## src/rtl/lvds_train_ctrl.sv

```systemverilog
// Link-training sequencer for a group of lvds_rx lanes sharing one clkdiv domain.
// Drives lane reset and alignment enables, verifies the training word and retries on failure.
module lvds_train_ctrl #(
  parameter  int LANES         = 4,
  parameter  int DATA_WIDTH    = 10,
  parameter  int RST_CYCLES    = 16,
  parameter  int ALIGN_TIMEOUT = 4096,
  parameter  int VERIFY_CYCLES = 256,
  parameter  int MAX_RETRY     = 3,
  localparam int RETRY_W       = (MAX_RETRY < 1) ? 1 : $clog2(MAX_RETRY + 1)
) (
  input  logic                        clk,
  input  logic                        reset,
  input  logic                        start,
  input  logic                        idelayCtrl_rdy,
  input  logic [DATA_WIDTH-1:0]       pattern,
  input  logic [LANES*DATA_WIDTH-1:0] lane_tdata,
  input  logic [LANES-1:0]            bitslip_done,
  output logic                        lane_reset,
  output logic                        bit_align_en,
  output logic                        bitslip_en,
  output logic [LANES-1:0]            lane_ok,
  output logic                        train_done,
  output logic                        train_fail,
  output logic [RETRY_W-1:0]          retry_cnt,
  output logic [2:0]                  state_dbg
);

  localparam int CNT_MAX_A = (RST_CYCLES > ALIGN_TIMEOUT) ? RST_CYCLES : ALIGN_TIMEOUT;
  localparam int CNT_MAX   = (CNT_MAX_A > VERIFY_CYCLES) ? CNT_MAX_A : VERIFY_CYCLES;
  localparam int CNT_W     = $clog2(CNT_MAX + 1);

  typedef enum logic [2:0] {
    IDLE     = 3'd0,
    WAIT_RDY = 3'd1,
    LANE_RST = 3'd2,
    ALIGN    = 3'd3,
    VERIFY   = 3'd4,
    LOCKED   = 3'd5,
    FAIL     = 3'd6
  } state_t;

  state_t               state, state_nxt;
  logic [CNT_W-1:0]     cnt, cnt_nxt;
  logic [RETRY_W-1:0]   retry_nxt;
  logic                 retry_req;
  logic                 all_done;
  logic                 past_wait_rdy;
  logic                 lane_reset_nxt;
  logic                 align_en_nxt;
  logic                 done_nxt;
  logic                 fail_nxt;
  logic [LANES-1:0]     lane_ok_nxt;

  function automatic logic [CNT_W-1:0] sat_inc(input logic [CNT_W-1:0] v);
    return (v == {CNT_W{1'b1}}) ? v : v + 1'b1;
  endfunction

  assign all_done      = &bitslip_done;
  assign past_wait_rdy = (state == LANE_RST) || (state == ALIGN) ||
                         (state == VERIFY)   || (state == LOCKED);

  // State and output registers
  always_ff @(posedge clk or negedge reset) begin
    if (!reset) begin
      state        <= IDLE;
      cnt          <= '0;
      retry_cnt    <= '0;
      lane_reset   <= 1'b1;
      bit_align_en <= 1'b0;
      bitslip_en   <= 1'b0;
      lane_ok      <= '0;
      train_done   <= 1'b0;
      train_fail   <= 1'b0;
    end else begin
      state        <= state_nxt;
      cnt          <= cnt_nxt;
      retry_cnt    <= retry_nxt;
      lane_reset   <= lane_reset_nxt;
      bit_align_en <= align_en_nxt;
      bitslip_en   <= align_en_nxt;
      lane_ok      <= lane_ok_nxt;
      train_done   <= done_nxt;
      train_fail   <= fail_nxt;
    end
  end

  assign state_dbg = state;

  // Next-state: start beats loss of IDELAYCTRL ready, which beats normal sequencing
  always_comb begin
    state_nxt = state;
    cnt_nxt   = cnt;
    retry_nxt = retry_cnt;
    retry_req = 1'b0;
    if (start) begin
      state_nxt = WAIT_RDY;
      cnt_nxt   = '0;
      retry_nxt = '0;
    end else if (!idelayCtrl_rdy && past_wait_rdy) begin
      state_nxt = WAIT_RDY;
      cnt_nxt   = '0;
    end else begin
      case (state)
        IDLE: ;
        WAIT_RDY: begin
          if (idelayCtrl_rdy) begin
            state_nxt = LANE_RST;
            cnt_nxt   = '0;
          end
        end
        LANE_RST: begin
          if (cnt == CNT_W'(RST_CYCLES - 1)) begin
            state_nxt = ALIGN;
            cnt_nxt   = '0;
          end else begin
            cnt_nxt = sat_inc(cnt);
          end
        end
        ALIGN: begin
          if (all_done) begin
            state_nxt = VERIFY;
            cnt_nxt   = '0;
          end else if (cnt == CNT_W'(ALIGN_TIMEOUT - 1)) begin
            retry_req = 1'b1;
          end else begin
            cnt_nxt = sat_inc(cnt);
          end
        end
        VERIFY: begin
          // lane_ok lags the data by one cycle, so the run length is counted on the registered match
          if (!all_done) begin
            retry_req = 1'b1;
          end else if (cnt >= CNT_W'(VERIFY_CYCLES)) begin
            state_nxt = LOCKED;
            cnt_nxt   = '0;
          end else if (&lane_ok) begin
            cnt_nxt = sat_inc(cnt);
          end else begin
            cnt_nxt = '0;
          end
        end
        LOCKED: ;
        FAIL: ;
        default: begin
          state_nxt = IDLE;
          cnt_nxt   = '0;
        end
      endcase
      if (retry_req) begin
        cnt_nxt = '0;
        if (retry_cnt == RETRY_W'(MAX_RETRY)) begin
          state_nxt = FAIL;
        end else begin
          retry_nxt = retry_cnt + 1'b1;
          state_nxt = LANE_RST;
        end
      end
    end
  end

  // Outputs decoded from the next state so every output is a flop aligned with state
  always_comb begin
    lane_reset_nxt = 1'b1;
    align_en_nxt   = 1'b0;
    done_nxt       = 1'b0;
    fail_nxt       = 1'b0;
    case (state_nxt)
      ALIGN, VERIFY: begin
        lane_reset_nxt = 1'b0;
        align_en_nxt   = 1'b1;
      end
      LOCKED: begin
        lane_reset_nxt = 1'b0;
        align_en_nxt   = 1'b1;
        done_nxt       = 1'b1;
      end
      FAIL: fail_nxt = 1'b1;
      default: ;
    endcase
    lane_ok_nxt = '0;
    for (int i = 0; i < LANES; i++) begin
      if ((state_nxt == VERIFY) || (state_nxt == LOCKED)) begin
        lane_ok_nxt[i] = (lane_tdata[i*DATA_WIDTH +: DATA_WIDTH] == pattern);
      end
    end
  end

endmodule

```

## config.mk

```make
export PLATFORM = sky130hd
export DESIGN_NAME = lvds_train_ctrl
export DESIGN_NICKNAME = d
export VERILOG_FILES = /design/src/rtl/lvds_train_ctrl.sv
export SDC_FILE = /design/constraint.sdc
export NUM_CORES = 1
export LEC_CHECK = 0
export ABC_CLOCK_PERIOD_IN_PS = 3040
export CORE_UTILIZATION = 44
export CTS_CLUSTER_SIZE = 40
export DETAILED_ROUTE_END_ITERATION = 6
export HOLD_SLACK_MARGIN = 0.06
export PLACE_DENSITY = 0.8
export SLEW_MARGIN = 5
export SYNTH_ARGS = -nofsm -noshare
export SYNTH_HDL_FRONTEND = slang
export SYNTH_SLANG_ARGS = --single-unit
```

## constraint.sdc

```tcl
create_clock -name clk -period 3.04 [get_ports clk]
set_input_delay 0.304 -clock clk [delete_from_list [all_inputs] [get_ports clk]]
set_output_delay 0.304 -clock clk [all_outputs]
set_load 0.03 [all_outputs]
```

; ---- Word level (Yosys, flattened, before mapping)
; Index checks and enable logic that the tools add are counted.
[op_classes]
n_addsub = 2
magnitude_cmp = 1
eq_ne = 24
muxes = 40
n_reduce_logical = 14
[ops]
columns = op, n
row1 = $mux W13, 11
row2 = $pmux W13 S5, 1
row3 = $eq A10 B10 Y1, 4
row4 = $mux W3, 9
row5 = $eq A3 B3 Y1 const B, 6
row6 = $pmux W3 S5, 1
row7 = $add A13 B1 Y13 const B, 1
row8 = $eq A13 B12 Y1 const B, 1
row9 = $eq A13 B13 Y1 const B, 1
row10 = $eq A13 B4 Y1 const B, 1
row11 = $ge A13 B9 Y1 const B, 1
row12 = $mux W1, 13
row13 = $reduce_and A4 Y1, 3
row14 = $eq A3 B2 Y1 const B, 3
row15 = $mux W2, 4
row16 = $ne A6 B5 Y1 const B, 1
row17 = $reduce_or A3 Y1, 2
row18 = $ne A5 B3 Y1 const B, 1
row19 = $ne A5 B5 Y1 const B, 1
row20 = $logic_or A1 B1 Y1, 4
row21 = $ne A2 B2 Y1 const B, 2
row22 = $ne A4 B1 Y1 const B, 1
row23 = $eq A3 B1 Y1 const B, 1
row24 = $logic_not A3 Y1, 1
row25 = 7 further kinds, 7
[word_totals]
register_bits = 26
in_bits = 58
out_inout_bits = 14
elab_cells = 89

; ---- Depth between registers and ports, before layout
; Gate-level depths: netlist (run 1).
[logic_depth]
ltp_word = 13
mapped_depth = 10
depth_no_buf = 8

; ---- Least setup slack after synthesis (run 1)
; No wires, ideal clock.
[synth_path]
path_kind = register to register
startpoint = reg state[2] (netlist: state_dbg[2])
endpoint = reg cnt[7]
setup_time_ns = 0.078
arrival_time_ns = 2.452
required_ns = 2.962
slack_ns = 0.510
path_stages_with_launch = 11
path_buffers = 2
period_less_slack_ns = 2.530
path_cell_list = dfrtp_1 > inv_1 > ha_1 > nor2_1 > nor2_1 > and4_4 > buf_6 > or2_1 > buf_6 > or4_1 > a21oi_1
[synth_via]
elab_chain_len = 7
elab_cells_between_ends = 24
cone_classes = 10 x eq/ne / 7 x mux / 7 x reduce/logical
[synth_rtl]
columns = item, line_no
row1 = start: declaration, 43  ; state_t state, state_nxt;
row2 = start signal: assignment, 76  ; state <= state_nxt;
row3 = "parallel branches: the longest is 7 deep, another holds $ne A6 B5 Y1", n/a
row4 = end signal: assignment, 77  ; cnt <= cnt_nxt;
row5 = end: declaration, 44  ; logic [CNT_W-1:0] cnt, cnt_nxt;
; Parallel ways; which one is timed is not known. The select of a mux whose other input is x is not followed.
; A chain may end at the register's enable or synchronous reset.

; ---- Worst setup path after layout (run 1)
; Ends and elaborated chain as after synthesis.

==> results of run 1 <==
-- synthesized netlist by cell type (2+ instances only) --
master	n
nand3_1	12
or3_1	2
xnor2_1	33
nor2_1	18
o21ai_0	6
ha_1	4
buf_6	3
and3_1	3
xor2_1	16
and4_1	2
o31ai_1	3
clkbuf_1	6
o21a_1	2
nor3_1	13
mux2i_1	2
inv_1	5
nand2_1	11
a21oi_1	8
nor4_1	7
dfrtp_1	25
nand4_1	12
nor3b_1	2
-- cell type report --
cell class              count  area (um^2)
clock buffers               3         41.3
clock inverters             1         30.0
fillers                   350         1360
inverters                   5         18.8
multi-input cells         170         1130
flip-flops and latches     26          652
well taps                  50         62.6
repair buffers             74          733
-- worst paths after layout --
check                        startpoint         end  depth (start not counted)
max                        state_dbg[2]      cnt[7]                          8
min                               reset     cnt[11]                          2
max reg2reg                state_dbg[2]      cnt[7]                          8
min reg2reg                     cnt[12]     cnt[12]                          2
max in group asynchronous         reset  lane_reset                          2
min in group clk                cnt[12]     cnt[12]                          2
-- cells in the final DEF (no fill, tap or decap), drive strengths merged, types with 2 or more instances in the layout --
| cell type | instances |
|---|---|
| clkdlybuf4s50 | 71 |
| xnor2 | 33 |
| dfrtp | 25 |
| nor2 | 18 |
| xor2 | 16 |
| nor3 | 13 |
| nand4 | 12 |
| nand3 | 12 |
| nand2 | 11 |
| a21oi | 8 |
| nor4 | 7 |
| o21ai | 6 |
| inv | 5 |
| ha | 4 |
| and3 | 4 |
| o31ai | 3 |
| clkbuf | 3 |
| buf | 3 |
| and4 | 3 |
| or3 | 3 |
| o21a | 2 |
| nor3b | 2 |
| mux2i | 2 |
| or2 | 2 |
-- through the flow --
step / cells / hold slack (ns) / instance area, um^2 / total power [W] / utilization
finish: 329 / 0.385 / 2670 / 0.000863 / 0.663
global route: 329 / 0.420 / 2670 / 0.000896 / 0.663
CTS: 329 / 0.403 / 2670 / 0.000862 / 0.663
detailed placement: 325 / 0.538 / 2600 / 0.000578 / 0.645
global placement: 325 / 0.531 / 2600 / 0.000574 / 0.645
floorplan: 211 / 0.00841 / 1870 / 0.000469 / -
-- sequential cells by signal, summed over array words and instances, names as in the netlist --
signal,count
bitslip_en,1
train_done,1
lane_reset,1
cnt,13
state_dbg,3
retry_cnt,2
lane_ok,4
train_fail,1
-- cells by family after synthesis --
group | share of synthesized area
compound gates | 0.0744
xor+xnor | 0.230
fa+ha+maj | 0.0268
buf+inv | 0.0442
flops | 0.349
mux | 0.0107
simple gates | 0.265
-- power by group through the flow --
stage | Clock, W | Combinational, W | Sequential, W
finish | 0.000292 | 0.000210 | 0.000360
global route | 0.000306 | 0.000228 | 0.000362
CTS | 0.000290 | 0.000211 | 0.000361
detailed placement | 0 | 0.000211 | 0.000367
global placement | 0 | 0.000207 | 0.000366
floorplan | 0 | 0.000101 | 0.000369
-- critical path, cell delays in order (launching register included) --
cell     delay, ns
dfrtp_1       0.45
inv_1         0.13
ha_1          0.28
nor2_1        0.19
nor2_1        0.11
and4_4        0.19
or2_1         0.33
or4_1         0.53
a21oi_1       0.14
-- metal layers --
metal | vias up | share of wire
li1 | 876 | -
met1 | 793 | 0.40
met2 | 86 | 0.52
met3 | 2 | 0.079
met4 | 0 | 0.0023
met5 | - | 0
==> results.py, run 1 <==
metrics = {
    "yosys": {
        "netlist_area_mm2": 0.00187,
        "synth.avg_cell_area_um2": 8.85,
        "synth.distinct_cells": 38,
        "synth_area_leader_cell": "dfrtp_1",
        "synthFlopType": "dfrtp_1",
        "synth_top_cell_area_share": 0.335,
        "syn_inst": 211,
        "ys_seq_area_frac": 0.349,
        "ys_ff_latch": 26,
        "yosysWarnings": 0,
        "synth-edff-count": 0,
        "synthArstFlopShare": 1.00,
        "syn_nets": 273,
        "ys_top_cells_by_area": "dfrtp_1 (34%), xnor2_1 (15%), xor2_1 (7.5%)",
    },
    "clock_network": {
        "clock_sinks": 26,
        "post_cts_buffers": 0,
        "numCtsBuffers": 3,
        "clockBufferDepth": 2,
        "cts_max_level": 1,
        "cts_tree": "done",
        "clk_pin_slew_ns": 0.09,
        "clock_latency_ns": 0.27,
        "clockRootBuffer": "clkbuf_8",
        "cts-resized-gates": 0,
        "postCtsHoldBufs": 0,
    },
    "global_routing": {
        "met1_usage": 0.244,
        "overflow": 0,
        "grt_busiest_layer": "met2",
        "use_met2": 0.398,
        "grt_first_pass_wirelength_um": 7300,
        "grt_max_degree": 27,
        "grt_antenna_before_repair": 0,
        "gr-usage-all-layers": 0.213,
        "grt_pass1_vias": 1706,
        "use_met3": 0.0422,
    },
    "timing": {
        "skew_ns": 0.00183,
        "final-hold-violation-count": 0,
        "tightest_slew_ns": 0.457,
        "finalSetupTns_ns": 0,
        "setup_ws_ns": 0.627,
        "drv_slew": 0,
        "rsz0062_at_grt": "no",
        "period_needed_ns": 2.41,
        "slew_headroom": 0.694,
        "post-route-period-util": 0.794,
        "finalSetupViolations": 0,
        "max_freq_mhz": 414,
    },
    "power_and_ir_drop": {
        "p_seq_frac": 0.418,
        "clkPwrFrac": 0.339,
        "swShare": 0.247,
        "internal_power_w": 0.000650,
        "p_per_area_mw_per_mm2": 323,
        "combPwrFrac": 0.244,
        "irDropWorstVdd_uv": 170,
        "power.leakage_nw": 1.03,
        "p_switching_w": 0.000213,
    },
    "outcome": {
        "status": "complete, no violations",
    },
    "critical_path": {
        "required_ns": 3.25,
        "cp-start-kind": "flip-flop",
        "crit_fanout": 9,
        "rrSetupSlack_ns": 0.63,
        "crit_type": "reg2reg",
        "crit_path_end_kind": "flip-flop",
        "critPathArrivalTime_ns": 2.62,
    },
    "placement": {
        "io_buffers": 71,
        "globalplace.congestion": 0.847,
        "dp_slack_ns": 0.667,
        "dp_hpwl_um": 3590,
    },
    "floorplanning": {
        "pin_count": 72,
        "rows": 23,
        "die_y_um": 67.1,
        "die_area_mm2": 0.00451,
        "die_x_um": 67.1,
        "floorplan.initialDensity": 0.463,
        "design.core.area_mm2": 0.00403,
    },
    "layout": {
        "nNetsFinal": 342,
        "area_growth_syn_to_layout_pct": 43.0,
        "drive_gt1_frac": 0.0466,
        "antenna_cells": 0,
    },
    "route": {
        "drt-initial-drc-count": 120,
        "wl_per_cell_um": 13.4,
        "viasPerCell": 5.34,
        "finalWirelength_um": 4420,
        "via_count": 1757,
        "antenna_left": 0,
        "drc": 0,
        "dr.pass1.iters": 4,
    },
    "hold_path": {
        "hold_path_class": "in2async",
    },
    "run": {
        "cap_violations": 0,
    },
}
(Power assumes the default switching activity.)
==> run 2, diff against run 1 <==
ABC_CLOCK_PERIOD_IN_PS = 2000   (was 3040)
CORE_UTILIZATION = 40   (was 44)
PLACE_DENSITY = 0.77   (was 0.8)
clock period = 2 ns   (was 3.04 ns; I/O delays follow)
==> run 2 against run 1 <==
  * Via count increased by 4.5%
  * Flip-flop and latch count unchanged
  * Clock skew about the same
  * Setup slack got worse by 0.56 ns
==> results.py, run 2 (synthesis results as in run 1) <==
metrics = {
    "outcome": {
        "status": "complete, no violations",
    },
    "global_routing": {
        "grt_antenna_before_repair": 0,
        "grt_max_degree": 27,
        "gr-usage-all-layers": 0.185,
        "overflow": 0,
        "grt_pass1_vias": 1710,
        "grt_first_pass_wirelength_um": 7290,
    },
    "timing": {
        "post-route-period-util": 0.967,
        "slew_headroom": 0.704,
        "tightest_slew_ns": 0.440,
        "rsz0062_at_grt": "no",
        "hold_slack_ns": 0.280,
        "finalSetupViolations": 0,
        "max_freq_mhz": 517,
        "period_needed_ns": 1.93,
        "setup_ws_ns": 0.0669,
        "drv_slew": 0,
        "skew_ns": 0.00182,
        "final-hold-violation-count": 0,
    },
    "placement": {
        "globalplace.congestion": 0.862,
        "dp_hpwl_um": 3740,
        "dp_slack_ns": -0.0344,
        "placed_cell_area_mm2": 0.00271,
        "io_buffers": 71,
    },
    "layout": {
        "regMostFlops": "cnt",
        "multi_input_area_mm2": 0.00120,
        "largest_reg_flops": 13,
        "drive_gt1_frac": 0.145,
        "final_cell_mix": "clkdlybuf4s50_1 (71), xnor2_1 (33), dfrtp_1 (22)",
        "fill_cells": 353,
        "postLayoutCellArea_mm2": 0.00286,
        "seq_area_um2": 656,
        "area_growth_syn_to_layout_pct": 53.4,
        "nNetsFinal": 360,
        "post-route-util": 0.649,
        "antenna_cells": 0,
        "layout_commonest_cell": "clkdlybuf4s50_1",
    },
    "critical_path": {
        "rrSetupSlack_ns": 0.07,
        "cp-start-kind": "flip-flop",
        "crit_type": "reg2reg",
        "crit_path_end_kind": "flip-flop",
        "crit_fanout": 6,
        "required_ns": 2.20,
        "critPathArrivalTime_ns": 2.14,
    },
    "floorplanning": {
        "design.core.area_mm2": 0.00441,
        "rows": 24,
        "die_x_um": 70.3,
        "pin_count": 72,
        "die_y_um": 70.3,
        "die_area_mm2": 0.00494,
        "floorplan.initialDensity": 0.423,
    },
    "power_and_ir_drop": {
        "swShare": 0.262,
        "internal_power_w": 0.000918,
        "p_switching_w": 0.000326,
        "irDropWorstVdd_uv": 279,
        "combPwrFrac": 0.287,
        "power.leakage_nw": 1.11,
        "clkPwrFrac": 0.276,
        "p_per_area_mw_per_mm2": 434,
        "p_seq_frac": 0.437,
    },
    "route": {
        "drt-initial-drc-count": 103,
        "via_count": 1836,
        "wl_per_cell_um": 13.6,
        "dr.pass1.iters": 5,
        "drc": 0,
        "viasPerCell": 5.26,
        "finalWirelength_um": 4750,
        "antenna_left": 0,
    },
    "run": {
        "cap_violations": 0,
    },
    "clock_network": {
        "clock_sinks": 26,
        "cts_max_level": 1,
        "clock_latency_ns": 0.27,
        "cts_tree": "done",
        "clockBufferDepth": 2,
        "clk_pin_slew_ns": 0.09,
        "numCtsBuffers": 3,
        "postCtsHoldBufs": 0,
        "clockRootBuffer": "clkbuf_8",
    },
    "hold_path": {
        "hold_path_class": "in2async",
    },
}
[run 2: cell types whose count changed in the layout (fill, tap and decap cells not counted), moves of 2 or more]
cell / change
buf_4: +18
dfrtp_1: -3
dfrtp_2: +3
nor2_1: -2
[run 2: critical path: stages (launching register included)]
cell and delay (ns):
dfrtp_2 0.45, or3b_4 0.41, and4_4 0.18, or2_4 0.27, or4_1 0.40, a21oi_1 0.15
[run 2: repair_timing]
item	CTS	global route
setup endpoints to repair	1	21
setup buffers	1	4
resized for setup	1	9
pin swaps	0	5
[run 2: layout make-up]
class                      count  share of cell area
timing repair buffer          92               0.303
inverter                       5             0.00655
sequential                    26               0.229
clock buffer                   4              0.0192
tap                           52              0.0227
multi-input combinational    170               0.419
[run 2: metal layers]
layer,wire [um],vias to the layer above,track usage
met5,0,-,0
met4,74,0,0.0667
met2,2440,80,0.331
li1,-,917,-
met1,1940,832,0.218
met3,304,7,0.0332
[run 2: path summary, 6_finish.rpt]
check	startpoint	end	cells after the start
max	state_dbg[1]	cnt[7]	5
min	reset	cnt[3]	2
max reg2reg	state_dbg[1]	cnt[7]	5
min reg2reg	retry_cnt[1]	retry_cnt[1]	2
max in group asynchronous	reset	lane_reset	2
min in group clk	retry_cnt[1]	retry_cnt[1]	2
[run 2: through the flow]
stage,total power (W),TNS [ns],std cells
2_1_floorplan,0.000715,-1.08,211
3_3_place_gp,0.000892,0,340
3_5_place_dp,0.000898,-0.106,340
4_1_cts,0.00124,0,345
5_1_grt,0.00130,0,349
6_report,0.00124,0,349
[run 2: power groups by stage]
stage	clock network, W	registers, W	logic, W
floorplan	0	0.000561	0.000154
finish	0.000343	0.000543	0.000357
global placement	0	0.000552	0.000340
detailed placement	0	0.000553	0.000345
global route	0.000375	0.000544	0.000383
CTS	0.000351	0.000542	0.000348
